## config.mk

```make
export PLATFORM = sky130hd
export DESIGN_NAME = gray_counter
export DESIGN_NICKNAME = d
export VERILOG_FILES = /design/src/rtl/gray_counter_pkg.sv /design/src/rtl/gray_counter_bin_to_gray.sv /design/src/rtl/gray_counter.sv
export SDC_FILE = /design/constraint.sdc
export NUM_CORES = 1
export LEC_CHECK = 0
export BUFFER_PORTS_ARGS = -buffer_cell sky130_fd_sc_hd__buf_2
export CAP_MARGIN = 15
export CORE_AREA = 2 2 39 41
export CTS_BUF_LIST = sky130_fd_sc_hd__clkbuf_4 sky130_fd_sc_hd__clkbuf_8
export CTS_CLUSTER_SIZE = 16
export DETAILED_ROUTE_END_ITERATION = 16
export DIE_AREA = 0 0 41 43
export GPL_ROUTABILITY_DRIVEN = 0
export PLACE_DENSITY = 0.62
export REMOVE_ABC_BUFFERS = 1
export SYNTH_ARGS = -nofsm -noshare
export SYNTH_HDL_FRONTEND = slang
export SYNTH_HIERARCHICAL = 1
export SYNTH_SLANG_ARGS = --single-unit
export TNS_END_PERCENT = 100
```

## constraint.sdc

```tcl
create_clock -name clk -period 2.2 [get_ports clk]
set_input_delay 0.22 -clock clk [delete_from_list [all_inputs] [get_ports clk]]
set_output_delay 0.22 -clock clk [all_outputs]
set_load 0.02 [all_outputs]
```

## src/rtl/gray_counter_pkg.sv

```systemverilog
// Shared constants and helpers for the Gray counter slice: Gray encoding and
// the bit-count used by the optional step checker.
package gray_pkg;

  localparam int GRAY_W_DEFAULT = 4;
  localparam int GRAY_W_MAX     = 32;

  // Operates on a fixed maximum width; callers zero-extend and truncate.
  function automatic logic [GRAY_W_MAX-1:0] bin2gray(input logic [GRAY_W_MAX-1:0] bin);
    return bin ^ (bin >> 1);
  endfunction

  function automatic int unsigned popcount(input logic [GRAY_W_MAX-1:0] v);
    int unsigned n;
    n = 0;
    for (int i = 0; i < GRAY_W_MAX; i++) begin
      n += int'(v[i]);
    end
    return n;
  endfunction

endpackage

```

## src/rtl/gray_counter_bin_to_gray.sv

```systemverilog
// Combinational binary-to-Gray encoder, the inverse partner of the Gray-to-binary
// converter downstream; sits on the counter's next-state path.
module bin_to_gray
  import gray_pkg::*;
#(
  parameter int W = GRAY_W_DEFAULT
) (
  input  logic [W-1:0] i_bin,
  output logic [W-1:0] o_gray
);

  logic [GRAY_W_MAX-1:0] w_gray_full;

  // Zero-extension keeps the MSB of the truncated result equal to i_bin[W-1].
  assign w_gray_full = bin2gray(GRAY_W_MAX'(i_bin));
  assign o_gray      = w_gray_full[W-1:0];

endmodule

```

## src/rtl/gray_counter.sv

```systemverilog
// Up/down counter with registered Gray and binary outputs, synchronous load and
// terminal count. Define GRAY_COUNTER_STEP_CHECK_EN to build the Gray step checker.
module gray_counter
  import gray_pkg::*;
#(
  parameter int W       = GRAY_W_DEFAULT,
  parameter int RST_VAL = 0
) (
  input  logic         clk,
  input  logic         rst,
  input  logic         en,
  input  logic         up,
  input  logic         load,
  input  logic [W-1:0] load_bin,
  output logic [W-1:0] g,
  output logic [W-1:0] bin,
  output logic         tc,
  output logic         err
);

  localparam logic [W-1:0]          RST_BIN  = W'(RST_VAL);
  localparam logic [GRAY_W_MAX-1:0] RST_GFUL = bin2gray(GRAY_W_MAX'(RST_BIN));
  localparam logic [W-1:0]          RST_GRAY = RST_GFUL[W-1:0];

  logic [W-1:0] r_cnt;
  logic [W-1:0] r_g;
  logic [W-1:0] w_cnt_next;
  logic [W-1:0] w_g_next;

  // NOTE: every path assigns w_cnt_next via the leading default, so no latch is inferred.
  always_comb begin
    w_cnt_next = r_cnt;
    if (load) begin
      w_cnt_next = load_bin;
    end else if (en) begin
      w_cnt_next = up ? r_cnt + 1'b1 : r_cnt - 1'b1;
    end
  end

  bin_to_gray #(.W(W)) u_bin_to_gray (
    .i_bin  (w_cnt_next),
    .o_gray (w_g_next)
  );

  // NOTE: non-blocking assignments so r_cnt and r_g update together from the same next state.
  always_ff @(posedge clk) begin
    if (rst) begin
      r_cnt <= RST_BIN;
      r_g   <= RST_GRAY;
    end else begin
      r_cnt <= w_cnt_next;
      r_g   <= w_g_next;
    end
  end

  assign bin = r_cnt;
  assign g   = r_g;
  assign tc  = up ? (r_cnt == {W{1'b1}}) : (r_cnt == '0);

`ifdef GRAY_COUNTER_STEP_CHECK_EN
  logic [W-1:0] r_g_prev;
  logic         r_step_d;
  logic         r_err;
  logic         w_step_bad;

  // Only count steps are judged; loads and holds may legally jump or repeat.
  assign w_step_bad = r_step_d && (popcount(GRAY_MAX_EXT(r_g ^ r_g_prev)) != 1);

  function automatic logic [GRAY_W_MAX-1:0] GRAY_MAX_EXT(input logic [W-1:0] v);
    return GRAY_W_MAX'(v);
  endfunction

  always_ff @(posedge clk) begin
    if (rst) begin
      r_g_prev <= RST_GRAY;
      r_step_d <= 1'b0;
      r_err    <= 1'b0;
    end else begin
      r_g_prev <= r_g;
      r_step_d <= en && !load;
      if (w_step_bad) begin
        r_err <= 1'b1;
      end
    end
  end

  assign err = r_err;
`else
  assign err = 1'b0;
`endif

endmodule

```

==> results.yml <==
die:
  rows: 14
  die_h_um: 43
  dieArea_sq_um: 1760
  start_util_pct: 35.3
  io_pins: 19
  coreArea_sq_um: 1380
  die_x_um: 41
global_route:
  grt_pass1_vias: 370
  grt_max_degree: 11
  grt_pass1_wl_um: 1490
  track_usage_pct: 12.6
  globalRouteOverflowTotal: 0
  antenna_found_initial: 0
timing:
  rsz0062_at_grt: "no"
  fin_tns_setup_ps: 0
  max_clock_freq_mhz: 565
  clock_skew_ps: 1.35
  fin_crit_ps: 1770
  finalMaxSlewViolations: 0
  hold_viol: 0
  fin_crit_sh_pct: 80.4
  setup_viol: 0
logic_synthesis:
  netlist_area_sq_um: 488
  yosysTopAreaCell: "dfxtp_1"
  ys_ff_latch: 8
  synthTopCellsByArea: "dfxtp_1 33%, xor2_1 9.0%, nor2b_1 6.4%, ha_1 5.1%, buf_4 4.6%"
  synth_cell_types: 27
  syn_avg_cell_area_sq_um: 9.57
  yosys_warnings: 6
  async_reset_ff_share_pct: 0
  syn_inst: 51
  synth_edf_count: 0
  yosysTopAreaCellShare_pct: 32.8
  yosysSeqAreaShare_pct: 32.8
  yosys_most_used_dff: "dfxtp_1"
layout:
  diodes: 0
  nNetsFinal: 82
  regArea_sq_um: 160
  area_growth_syn_to_layout_pct: 21.5
  drive_gt1_share_pct: 36.8
  fillers: 144
  postLayoutCoreUtil_pct: 42.9
  multi_input_area_sq_um: 302
cts:
  cts_root_buf: "clkbuf_4"
  postCtsResizedCells: 0
  post_cts.repair.setup_buffers: 0
  htreeDepth: 1
  path_clk_slew_ps: 50
  ctsLongestPathBuffers: 2
  cts_buffers: 3
  ctsHoldBuffers: 0
  clock_latency_ps: 250
  clock-sinks: 8
  cts_tree: "built"
power:
  vdd.ir_drop.worst_uv: 337
  power.density_nw_per_um2: 695
  leakagePower_nw: 0.287
place:
  io_buffers: 17
  dp_hpwl_um: 724
detailed_routing:
  first_pass_iters: 4
  route.detailed.wl_per_inst_um: 11.2
  wl_met1_um: 462
  vias: 401
  wl_met2_um: 445
  totalWireLength_um: 937
  remaining_drc_errors: 0
  postRouteAntennaNets: 0
  routed-wl-met3_um: 29
  drt-initial-drc-count: 2
  top_layer: "met3"
  viasPerCell: 4.77
setup_path:
  path_max_fanout: 5
  required_ps: 2380
  max_stage_delay_ps: 350
  cp_cell_sequence: "ha_1, nand3_1, and4b_1, nor3_1, xor2_1, nor2b_1"
  crit_slowest_cell: "dfxtp_1"
  crit_path_start_kind: "register"
  cp.arrival_ps: 1950
  crit_type: "register to register"
  setup.worst_path.end_class: "register"
hold_path:
  min_path_type: "input pin to register"
outcome:
  status: "finished clean"
job:
  maxCapViolCount: 0
[path summary, 6_finish.rpt]
path | startpoint | to | slack, ps | depth (start not counted)
max | bin[2] | g[2] | 430 | 6
min | load_bin[2] | bin[2] | 250 | 3
max reg2reg | bin[2] | g[2] | 430 | 6
min reg2reg | bin[2] | bin[2] | 670 | 2
[flip-flops by register name, indices dropped and copies added (netlist names)]
name  cells
g         4
bin       4
[where the power goes]
part | internal [W] | switching, W
Clock | 0.0000622 | 0.0000459
Sequential | 0.000162 | 0.0000125
Combinational | 0.0000556 | 0.0000742
Total | 0.000280 | 0.000133
[synth_stat cells (2+ instances only)]
cell,n
nor2b_1,5
nand2_1,4
xor2_1,5
dfxtp_1,8
o21ai_0,3
buf_4,3
ha_1,2
mux2i_1,2
[critical path: cells and delay by family, from the launching register on]
family | cells | cell delay, ps
flip-flops | 1 | 350
AND/OR/NAND/NOR | 4 | 800
XOR/XNOR | 1 | 200
adder cells (fa/ha/maj) | 1 | 350
[layout by cell type, fill, tap and decap left out, drive strengths merged]
| cell | count |
|---|---|
| nand3 | 1 |
| mux2i | 2 |
| a21oi | 1 |
| inv | 1 |
| xor2 | 5 |
| a21bo | 1 |
| nand2b | 1 |
| nor3 | 1 |
| o21ai | 4 |
| a211oi | 1 |
| nor4 | 2 |
| nand2 | 4 |
| ha | 2 |
| xnor2 | 1 |
| buf | 17 |
| fa | 1 |
| and2b | 1 |
| clkbuf | 3 |
| nand4 | 1 |
| and4b | 1 |
| or2 | 1 |
| o31ai | 1 |
| dfxtp | 8 |
| conb | 1 |
| o22ai | 1 |
| nor2b | 5 |
[cells by family (layout without fill, tap and decap cells)]
family / count (synthesis) / count (layout) / share of synthesized area [%]
AOI/OAI and AO/OA: 9 / 9 / 13.8
xor gates and xnor gates: 6 / 6 / 10.8
DFF: 8 / 8 / 32.8
other: 1 / 1 / 0.768
adders and majority gates: 3 / 3 / 9.23
buffers and inverters: 4 / 21 / 5.38
and+or+nand+nor: 18 / 18 / 23.1
muxes: 2 / 2 / 4.10
[per-stage QoR]
| step | hold slack, ps | setup slack [ps] | area, sq um | instances | total power [W] |
|---|---|---|---|---|---|
| floorplan | 291 | 501 | 465 | 48 | 0.000265 |
| finish | 251 | 431 | 593 | 84 | 0.000412 |
| global route | 272 | 274 | 593 | 84 | 0.000441 |
| global placement | 515 | 398 | 571 | 81 | 0.000306 |
| CTS | 244 | 452 | 593 | 84 | 0.000418 |
| detailed placement | 509 | 395 | 571 | 81 | 0.000307 |
[cell type report]
type                       count  area share, %
inverter                       1          0.633
multi-input combinational     39           50.8
sequential                     8           27.0
clock buffer                   3           3.80
tap                           16           3.38
timing repair buffer          17           14.3
[per-layer routing]
metal	GRT usage, %	vias to the layer above
met3	1.57	0
met1	17.0	183
met2	18.1	10
met4	8.00	0
met5	0	-
li1	-	208
Power figures use the tool's default switching activity.
